**src/rtl/jpeg_enc_pkg.sv**
```systemverilog
// Shared types and constants for the JPEG entropy-coder output path.
// Marker bytes on flush are enabled by defining JPEG_EOI_EN.
package jpeg_enc_pkg;

  typedef enum logic [2:0] {
    RUN,
    STUFF,
    PAD,
    EOI1,
    EOI2,
    FDONE
  } state_e;

  localparam logic [7:0] JPEG_STUFF_BYTE = 8'h00;
  localparam logic [7:0] JPEG_FF         = 8'hFF;
  localparam logic [7:0] JPEG_EOI_LO     = 8'hD9;
  localparam int         MAX_CODE_BITS   = 8;

  // Keep the top n bits of b, fill the rest with pb
  function automatic logic [7:0] pad_byte(
    input logic [7:0] b,
    input logic [4:0] n,
    input logic       pb
  );
    logic [7:0] r;
    for (int i = 0; i < 8; i++) begin
      if ((7 - i) >= int'(n)) r[i] = pb;
      else r[i] = b[i];
    end
    return r;
  endfunction

endpackage

```
**src/rtl/jpeg_bit_accumulator.sv**
```systemverilog
// Left-justified bit accumulator: shift-out of a byte, then merge of a code chunk.
// Occupancy is bounded to ACC_W bits by the caller's accept rule.
module jpeg_bit_accumulator
  import jpeg_enc_pkg::*;
#(
  parameter int ACC_W = 16
) (
  input  logic       clock,
  input  logic       reset_n,
  input  logic       take,
  input  logic [7:0] bits,
  input  logic [3:0] nbits,
  input  logic       shift,
  input  logic       clear,
  output logic [7:0] acc_hi,
  output logic [4:0] cnt
);

  logic [ACC_W-1:0] acc_q;
  logic [ACC_W-1:0] acc_s;
  logic [ACC_W-1:0] acc_d;
  logic [4:0]       cnt_q;
  logic [4:0]       cnt_s;
  logic [4:0]       cnt_d;
  logic [4:0]       sh;
  logic [7:0]       masked;

  always_comb begin
    acc_s  = shift ? (acc_q << 8) : acc_q;
    cnt_s  = shift ? (cnt_q - 5'd8) : cnt_q;
    masked = bits & (8'hFF >> (4'd8 - nbits));
    sh     = 5'(ACC_W) - cnt_s - {1'b0, nbits};
    acc_d  = acc_s;
    cnt_d  = cnt_s;
    if (take) begin
      acc_d = acc_s | (ACC_W'(masked) << sh);
      cnt_d = cnt_s + {1'b0, nbits};
    end
    if (clear) begin
      acc_d = '0;
      cnt_d = '0;
    end
  end

  always_ff @(posedge clock or negedge reset_n) begin
    if (!reset_n) begin
      acc_q <= '0;
      cnt_q <= '0;
    end else begin
      acc_q <= acc_d;
      cnt_q <= cnt_d;
    end
  end

  assign acc_hi = acc_q[ACC_W-1:ACC_W-8];
  assign cnt    = cnt_q;

endmodule

```
**src/rtl/jpeg_bitstream_packer.sv**
```systemverilog
// Packs Huffman code chunks MSB-first into stuffed bytes with pad-on-flush.
// Define JPEG_EOI_EN to append the FF D9 end-of-image marker on flush.
module jpeg_bitstream_packer
  import jpeg_enc_pkg::*;
#(
  parameter int   ACC_W   = 16,
  parameter logic PAD_BIT = 1'b1
) (
  input  logic       clock,
  input  logic       reset_n,
  input  logic       in_valid,
  output logic       in_ready,
  input  logic [7:0] in_bits,
  input  logic [3:0] in_nbits,
  input  logic       flush,
  output logic       out_valid,
  input  logic       out_ready,
  output logic [7:0] out_data,
  output logic       flush_done
);

`ifdef JPEG_EOI_EN
  localparam state_e TAIL = EOI1;
`else
  localparam state_e TAIL = FDONE;
`endif

  state_e     state_q;
  state_e     state_d;
  logic       pend_q;
  logic       pend_d;
  logic       live_q;
  logic       take;
  logic       can_load;
  logic       load;
  logic [7:0] load_byte;
  logic       shift;
  logic       clear;
  logic [3:0] nbits;
  logic [7:0] acc_hi;
  logic [4:0] cnt;
  logic [7:0] padded;

  assign nbits = (in_nbits > 4'(MAX_CODE_BITS)) ?
                 4'(MAX_CODE_BITS) : in_nbits;

  assign in_ready = live_q && (state_q == RUN) &&
                    (cnt <= 5'd8) && !pend_q;

  assign take     = in_valid && in_ready;
  assign can_load = !out_valid || out_ready;
  assign padded   = pad_byte(acc_hi, cnt, PAD_BIT);

  jpeg_bit_accumulator #(
    .ACC_W (ACC_W)
  ) u_acc (
    .clock   (clock),
    .reset_n (reset_n),
    .take    (take),
    .bits    (in_bits),
    .nbits   (nbits),
    .shift   (shift),
    .clear   (clear),
    .acc_hi  (acc_hi),
    .cnt     (cnt)
  );

  always_comb begin
    state_d    = state_q;
    pend_d     = pend_q;
    load       = 1'b0;
    load_byte  = JPEG_STUFF_BYTE;
    shift      = 1'b0;
    clear      = 1'b0;
    flush_done = 1'b0;
    unique case (state_q)
      RUN: begin
        if (flush && !pend_q) pend_d = 1'b1;
        if (cnt >= 5'd8) begin
          if (can_load) begin
            load      = 1'b1;
            load_byte = acc_hi;
            shift     = 1'b1;
            if (acc_hi == JPEG_FF) state_d = STUFF;
          end
        end else if (pend_q) begin
          state_d = (cnt != 5'd0) ? PAD : TAIL;
        end
      end
      STUFF: begin
        if (can_load) begin
          load    = 1'b1;
          state_d = RUN;
        end
      end
      PAD: begin
        if (can_load) begin
          load      = 1'b1;
          load_byte = padded;
          clear     = 1'b1;
          // a padded FF is stuffed; RUN then sees cnt==0 and moves on
          state_d   = (padded == JPEG_FF) ? STUFF : TAIL;
        end
      end
`ifdef JPEG_EOI_EN
      EOI1: begin
        if (can_load) begin
          load      = 1'b1;
          load_byte = JPEG_FF;
          state_d   = EOI2;
        end
      end
      EOI2: begin
        if (can_load) begin
          load      = 1'b1;
          load_byte = JPEG_EOI_LO;
          state_d   = FDONE;
        end
      end
`endif
      FDONE: begin
        if (!out_valid) begin
          flush_done = 1'b1;
          pend_d     = 1'b0;
          clear      = 1'b1;
          state_d    = RUN;
        end
      end
      default: state_d = RUN;
    endcase
  end

  always_ff @(posedge clock or negedge reset_n) begin
    if (!reset_n) begin
      state_q <= RUN;
      pend_q  <= 1'b0;
      live_q  <= 1'b0;
    end else begin
      state_q <= state_d;
      pend_q  <= pend_d;
      live_q  <= 1'b1;
    end
  end

  always_ff @(posedge clock or negedge reset_n) begin
    if (!reset_n) begin
      out_valid <= 1'b0;
      out_data  <= 8'h00;
    end else if (load) begin
      out_valid <= 1'b1;
      out_data  <= load_byte;
    end else if (out_ready) begin
      out_valid <= 1'b0;
    end
  end

endmodule

```
**config.mk**
```make
export PLATFORM = sky130hd
export DESIGN_NAME = jpeg_bitstream_packer
export DESIGN_NICKNAME = d
export VERILOG_FILES = /design/src/rtl/jpeg_enc_pkg.sv /design/src/rtl/jpeg_bit_accumulator.sv /design/src/rtl/jpeg_bitstream_packer.sv
export SDC_FILE = /design/constraint.sdc
export NUM_CORES = 1
export LEC_CHECK = 0
export ABC_AREA = 1
export BUFFER_PORTS_ARGS = -buffer_cell sky130_fd_sc_hd__buf_2
export CORE_ASPECT_RATIO = 1.25
export CORE_UTILIZATION = 55
export CTS_BUF_LIST = sky130_fd_sc_hd__clkbuf_8
export DETAILED_ROUTE_END_ITERATION = 7
export GPL_TIMING_DRIVEN = 1
export PLACE_DENSITY = 0.72
export SLEW_MARGIN = 5
export SYNTH_ARGS = -nofsm -noshare
export SYNTH_HDL_FRONTEND = slang
export SYNTH_SLANG_ARGS = --single-unit
```
**constraint.sdc**
```tcl
create_clock -name clock -period 9.9 [get_ports clock]
set_clock_uncertainty 0.2 [all_clocks]
set_input_delay 0.99 -clock clock [delete_from_list [all_inputs] [get_ports clock]]
set_output_delay 0.99 -clock clock [all_outputs]
set_load 0.03 [all_outputs]
```
==> qor.csv, run 1 <==
stage,metric,value,unit
run_status,status,"finished, final reports clean",
timing,crit share post-route,40.63,%
timing,Rel. slew slack,49.18,%
layout,Antenna Cells,0,
timing,final setup vio count,0,
placement,RD Place Congestion,0.8897,
grt,grt ovf,0,
setup_path,Worst Path Arrival,3.98,ns
timing,post-route setup slack,5.878,ns
cts,CTS tree,done,
layout,Nets,455,
logic_synthesis,Adder-Cell Fraction of Synth Area,9.386,%
placement,Port Buf Inserts,27,
timing,f_max,248.6,MHz
cts,CTS Sinks,35,
setup_path,WS Path Type,primary input to register,
logic_synthesis,Cell variety after synth,37,
logic_synthesis,Mean Syn Cell Area,7.019,um2
floorplan,num rows,28,
route,DRC viols,0,
cts,Skew-Pair Late Insertion Delay,0.29,ns
setup_path,startpoint types,primary input,
setup_path,Worst setup EP type,register,
cts,clk buf depth,2,
route,Initial DRC Count,156,
grt,first-pass GRT wire length,10840,um
logic_synthesis,ys flop type,dfrtp_1,
logic_synthesis,synthesized area,2773,um2
route,DR WL/cell,13.30,um
logic_synthesis,"count leader, synth",nand2_1,
placement,Placement Setup Slack,5.559,ns
power,Max IR drop VDD,0.1421,mV
logic_synthesis,"EDFF count, synth",0,
power,leakage,1.655,nW
setup_path,CP required,9.86,ns
placement,hpwl dp,5060,um
layout,layout cells sized above 1,12.14,%
job,Max-Cap Viols,0,
logic_synthesis,Syn Inst Count,395,
setup_path,"CP delay by family, top",simple AND/OR/NAND/NOR gates,
floorplan,Horiz. Die Dim,65.51,um
logic_synthesis,sequential area share after synthesis,31.59,%
setup_path,CP cell instances,"buf_2, nor2_2, inv_1, nand3_2, xor2_1, ha_1, ha_1, xnor2_1, inv_1, nor2_1, nand2_1, nand2_1, nor2_1, nor2_1, nor2_1",
floorplan,floorplan core area,4800,um2
setup_path,Worst path slowest cell,nand3_2,
floorplan,Die Height,81.38,um
logic_synthesis,commonest cells in the synthesized netlist,"nand2_1 (94), nand3_1 (59), inv_1 (53), dfrtp_1 (35), nor2_1 (25)",
grt,largest net degree at the start of global routing,36,
power,Power Density,339.6,nW/um2
timing,Final Hold Viols,0,
logic_synthesis,XOR/XNOR share of the synthesized area,1.264,%
logic_synthesis,syn nets,431,
cts,post-CTS setup repair buffer count,0,
cts,Clock Pin Slew Worst Setup and Hold Paths,0.07,ns
route,Vias,2618,
timing,pins over their slew limit,0,
logic_synthesis,post-synth top area share,31.59,%
route,TritonRoute pass-1 iters,4,
grt,vias in the first global route,2450,
logic_synthesis,"area leader, netlist",dfrtp_1,
worst_hold_path,Hold Path Class,register to register,
cts,H-tree levels,2,
logic_synthesis,combinational family with the most area after synthesis,simple AND/OR/NAND/NOR gates,
floorplan,I/O pin cnt,28,
timing,Worst Tran Pin Value,0.7623,ns
setup_path,CP most frequent cell,nor2_1,
grt,all-layer global routing usage,26.32,%
layout,P&R area growth vs syn,9.883,%
route,Post-Route WL,6382,um
layout,fill count,457,
setup_path,Crit Path Max Fanout,31,
grt,initial antenna violation count,0,
cts,CTS resizes,0,
floorplan,Die ar.,5331,um2
timing,final setup TNS,0,ns
logic_synthesis,#FFs+latches synth,35,
setup_path,CP Buf/Inv Count,3,
logic_synthesis,post-synthesis compound-gate area fraction,12.32,%
timing,RSZ-0062 raised after global routing,no,
logic_synthesis,multiplexer area fraction after synthesis,0.7220,%
logic_synthesis,ys async rst share,100.0,%
cts,hold_buf cts,0,
cts,Root Buffer,clkbuf_8,
route,vias per cell,5.454,
route,Final ANT Viol Nets,0,
logic_synthesis,synth top area cells,"dfrtp_1 (32%), nand2_1 (13%), nand3_1 (11%)",
setup_path,max incr delay on CP,0.48,ns
logic_synthesis,simple-gate share of the synthesized area,34.48,%
timing,fin crit period,4.022,ns
logic_synthesis,synth warn,0,
cts,CTS buffer count,5,
floorplan,Starting Density,57.77,%
## placed cells by master (no fill, tap or decap), types with 4 or more instances in the layout
cell       n
o211ai_1   5
inv_1     53
o21ai_0   14
buf_2     27
ha_1      16
clkbuf_8   5
nand4_1   10
nand3_1   59
clkinv_1   4
nand2_1   94
a21oi_1   24
nor2_1    25
nor3_1     4
o22ai_1    5
dfrtp_1   35
## sequential cells by signal (all words and copies together), names as in the netlist
name / cells
u_acc.cnt: 5
state_q: 3
pend_q: 1
live_q: 1
out_valid: 1
out_data: 8
u_acc.acc_q: 16
## per-layer routing
| metal | share of wire [%] | GRT usage [%] | wire length (um) | up-vias |
|---|---|---|---|---|
| met4 | 2.1 | 10.87 | 132 | 0 |
| met5 | 0 | 0 | 0 | - |
| met1 | 41 | 29.97 | 2644 | 1190 |
| met2 | 53 | 49.48 | 3379 | 70 |
| li1 | - | - | - | 1348 |
| met3 | 3.5 | 2.388 | 226 | 10 |
## layout make-up
type                       count  area [um2]  share of cell area, %
multi-input combinational    289        1617                  53.06
clock buffer                   5       68.82                  2.259
timing repair buffer          27       135.1                  4.435
clock inverter                 3       43.79                  1.437
inverter                      61       231.5                  7.598
sequential                    35       875.8                  28.75
tap                           60       75.07                  2.464
## logic make-up (layout without fill, tap and decap cells)
group,Yosys count,after routing
and+or+nand+nor,205,205
buffers and inverters,71,96
other,1,1
muxes,2,2
DFF,35,35
AOI/OAI and AO/OA,58,58
xor gates and xnor gates,4,4
adders and majority gates,19,19
## tightest hold or removal path, cell delays in order, from the launching register on
cell and delay, ns:
dfrtp_1 0.34, nand2_1 0.06, o221ai_1 0.06
## power breakdown
group,switching [mW],internal (mW),leakage [nW],total [mW]
clock network,0.0541,0.0749,0.0581,0.129
logic,0.463,0.219,1.14,0.681
registers,0.0317,0.193,0.458,0.225
## per-stage QoR
stage / power [mW] / hold slack, ns / cells / instance area (um2) / utilization, %
2_1_floorplan: 0.7783 / 0.2731 / 395 / 2773 / -
3_3_place_gp: 0.8930 / 0.2804 / 472 / 2934 / 61.13
3_5_place_dp: 0.9041 / 0.2752 / 472 / 2934 / 61.13
4_1_cts: 1.036 / 0.2950 / 480 / 3047 / 63.48
5_1_grt: 1.145 / 0.3127 / 480 / 3047 / 63.48
6_report: 1.035 / 0.2924 / 480 / 3047 / 63.48
## final timing paths
kind | slack (ns) | endpoint | startpoint | depth (start not counted)
hold / removal | 0.29 | out_data[7]$_DFFE_PN0P_ | out_data[7]$_DFFE_PN0P_ | 2
max in group asynchronous | 8.45 | u_acc.acc_q[14]$_DFF_PN0_ | reset_n | 1
hold reg to reg | 0.29 | out_data[7]$_DFFE_PN0P_ | out_data[7]$_DFFE_PN0P_ | 2
min in group asynchronous | 0.57 | out_data[0]$_DFFE_PN0P_ | reset_n | 1
setup / recovery | 5.88 | u_acc.acc_q[8]$_DFF_PN0_ | out_ready | 15
setup reg to reg | 5.92 | u_acc.acc_q[8]$_DFF_PN0_ | u_acc.cnt[1]$_DFFE_PN0P_ | 15
(Power assumes the default switching activity.)
==> run 2: changes to the inputs <==
clock period = 4.05 ns   (was 9.9 ns; I/O delays follow)
==> qor.csv, run 2 (synthesis results as in run 1) <==
stage,metric,value,unit,change
run_status,status,finished with violations,,
run_status,failing checks,negative hold slack,,
timing,f_max,306.5,MHz,
power,Max IR drop VDD,0.3574,mV,+150%
layout,Nets,458,,+0.66%
layout,"most common cell after layout, fill and taps aside",nand2_1,,
setup_path,Worst path slowest cell,dfrtp_1,,
floorplan,floorplan core area,4800,um2,unchanged
setup_path,Crit Path Max Fanout,12,,-61%
grt,grt ovf,0,,unchanged
cts,post-CTS setup repair buffer count,0,,unchanged
job,Max-Cap Viols,0,,unchanged
route,DR WL/cell,13.75,um,+3.4%
timing,RSZ-0062 raised after global routing,no,,
layout,top flop regs,"u_acc.acc_q (16), out_data (8), u_acc.cnt (5)",,
timing,worst hold slack,-0.003762,ns,-0.2962 ns
power,Power Density,834.3,nW/um2,+150%
worst_hold_path,Hold Path Class,primary input to asynchronous set/reset pin,,
cts,Clock Pin Slew Worst Setup and Hold Paths,0.08,ns,about the same
timing,Final Hold Viols,10,,+10
cts,CTS buffer count,5,,unchanged
setup_path,max incr delay on CP,0.38,ns,-0.10 ns
power,clock power share,10.1,%,-2.4 points
setup_path,startpoint types,register,,
power,Internal,1.161,mW,+140%
power,Switching Fraction,54.30,%,+1.3 points
layout,Antenna Cells,0,,unchanged
floorplan,Die Height,81.38,um,unchanged
setup_path,Critical Path Source,u_acc.cnt[4]$_DFF_PN0_,,
cts,clk buf depth,2,,unchanged
power,Gate power share,68.2,%,+2.4 points
power,Sequential Power Share,21.6,%,about the same
floorplan,Die ar.,5331,um2,unchanged
grt,first-pass GRT wire length,10990,um,+1.4%
setup_path,CP most frequent cell,nor2_1,,
grt,vias in the first global route,2361,,-3.6%
placement,Port Buf Inserts,27,,unchanged
timing,final setup vio count,0,,unchanged
layout,fin util,63.45,%,about the same
layout,P&R area growth vs syn,9.838,%,about the same
setup_path,Worst Path Arrival,3.29,ns,-0.69 ns
cts,CTS resizes,0,,unchanged
floorplan,Horiz. Die Dim,65.51,um,unchanged
layout,fill count,472,,+3.3%
setup_path,WS Path Type,register to register,,
cts,H-tree levels,2,,unchanged
timing,final setup TNS,0,ns,unchanged
placement,hpwl dp,5284,um,+4.4%
setup_path,critical register-to-register path startpoint,u_acc.cnt[4]$_DFF_PN0_,,
setup_path,critical path depth,17,,+2
route,DRC viols,0,,unchanged
power,leakage,1.651,nW,-0.24%
floorplan,num rows,28,,unchanged
grt,initial antenna violation count,0,,unchanged
floorplan,I/O pin cnt,28,,unchanged
route,TritonRoute pass-1 iters,4,,unchanged
setup_path,CP Buf/Inv Count,3,,unchanged
cts,Root Buffer,clkbuf_8,,
timing,crit share post-route,80.56,%,
setup_path,worst reg2reg path depth,17,,+2
route,Vias,2599,,-0.73%
route,Initial DRC Count,136,,-13%
cts,Skew-Pair Late Insertion Delay,0.29,ns,about the same
timing,pins over their slew limit,0,,unchanged
route,Final ANT Viol Nets,0,,unchanged
setup_path,Worst setup EP type,register,,
cts,hold_buf cts,0,,unchanged
setup_path,"CP delay by family, top",adder cells,,
floorplan,Starting Density,57.77,%,unchanged
timing,Worst Tran Pin Value,0.7930,ns,+0.03071 ns
power,Sw Pwr,1.380,mW,+150%
setup_path,CP cell instances,"inv_1, ha_1, nand3_1, nand2_2, nand3_2, xor2_1, ha_1, ha_1, xnor2_1, buf_4, inv_1, nor2_1, nand2_1, nand2_1, nor2_1, nor2_1, nor2_1",,
layout,layout cells sized above 1,12.77,%,+0.62 points
layout,"Most flops, register",u_acc.acc_q,,
timing,fin crit period,3.263,ns,
placement,RD Place Congestion,0.9145,,+2.8%
timing,Rel. slew slack,47.13,%,-2.0 points
grt,all-layer global routing usage,27.33,%,+1.0 points
layout,max reg flops,16,,unchanged
setup_path,CP required,4.08,ns,-5.78 ns
route,Post-Route WL,6641,um,+4.1%
power,Tot Pwr,2.541,mW,+150%
cts,CTS tree,done,,
route,vias per cell,5.381,,-1.3%
layout,"commonest cells after routing, fill and taps aside","nand2_1 (94), nand3_1 (59), inv_1 (53)",,
grt,largest net degree at the start of global routing,36,,unchanged
cts,CTS Sinks,35,,unchanged
-- run 2: path summary, 6_finish.rpt --
| kind | slack, ns | end |
|---|---|---|
| max | 0.79 | u_acc.acc_q[8]$_DFF_PN0_ |
| min | -0.004 | u_acc.acc_q[8]$_DFF_PN0_ |
| max reg2reg | 0.79 | u_acc.acc_q[8]$_DFF_PN0_ |
| min reg2reg | 0.30 | out_data[6]$_DFFE_PN0P_ |
| max in group asynchronous | 3.15 | u_acc.acc_q[7]$_DFF_PN0_ |
| min in group clock | 0.18 | pend_q$_DFFE_PN0P_ |
-- run 2: area by class of cell --
class                      instances  area [um2]  share of cell area, %
tap                               60       75.07                  2.465
clock inverter                     3       20.02                 0.6574
inverter                          61       231.5                  7.601
multi-input combinational        289        1617                  53.08
clock buffer                       5       68.82                  2.260
timing repair buffer              30       157.7                  5.177
sequential                        35       875.8                  28.76
-- run 2: power groups by stage --
stage               clock, mW  combinational [mW]  sequential (mW)
floorplan                   0                1.29            0.612
global placement            0                1.71            0.551
detailed placement          0                1.73            0.556
CTS                     0.261                1.73            0.550
global route            0.279                1.97            0.564
finish                  0.258                1.73            0.550
-- run 2: routing by layer --
metal  vias up  wire [um]  GRT usage [%]
met4         0        133          12.17
li1       1359          -              -
met1      1160       2933          32.93
met2        68       3398          48.25
met3        12        177          3.230
met5         -          0              0
-- run 2: worst reg2reg max path: cells and delay by family, from the launching register on --
family,cells,cell delay (ns)
XOR/XNOR,2,0.36
buffers and inverters,3,0.67
flip-flops,1,0.38
AND/OR/NAND/NOR,9,0.76
adder cells (fa/ha/maj),3,0.82
-- run 2: metrics by stage --
stage	cell area, um2	cells	setup WS (ns)
6_report	3045	483	0.7874
2_1_floorplan	2773	395	0.8933
3_3_place_gp	2957	475	0.8482
5_1_grt	3045	483	0.5536
4_1_cts	3045	483	0.8030
3_5_place_dp	2957	475	0.8148
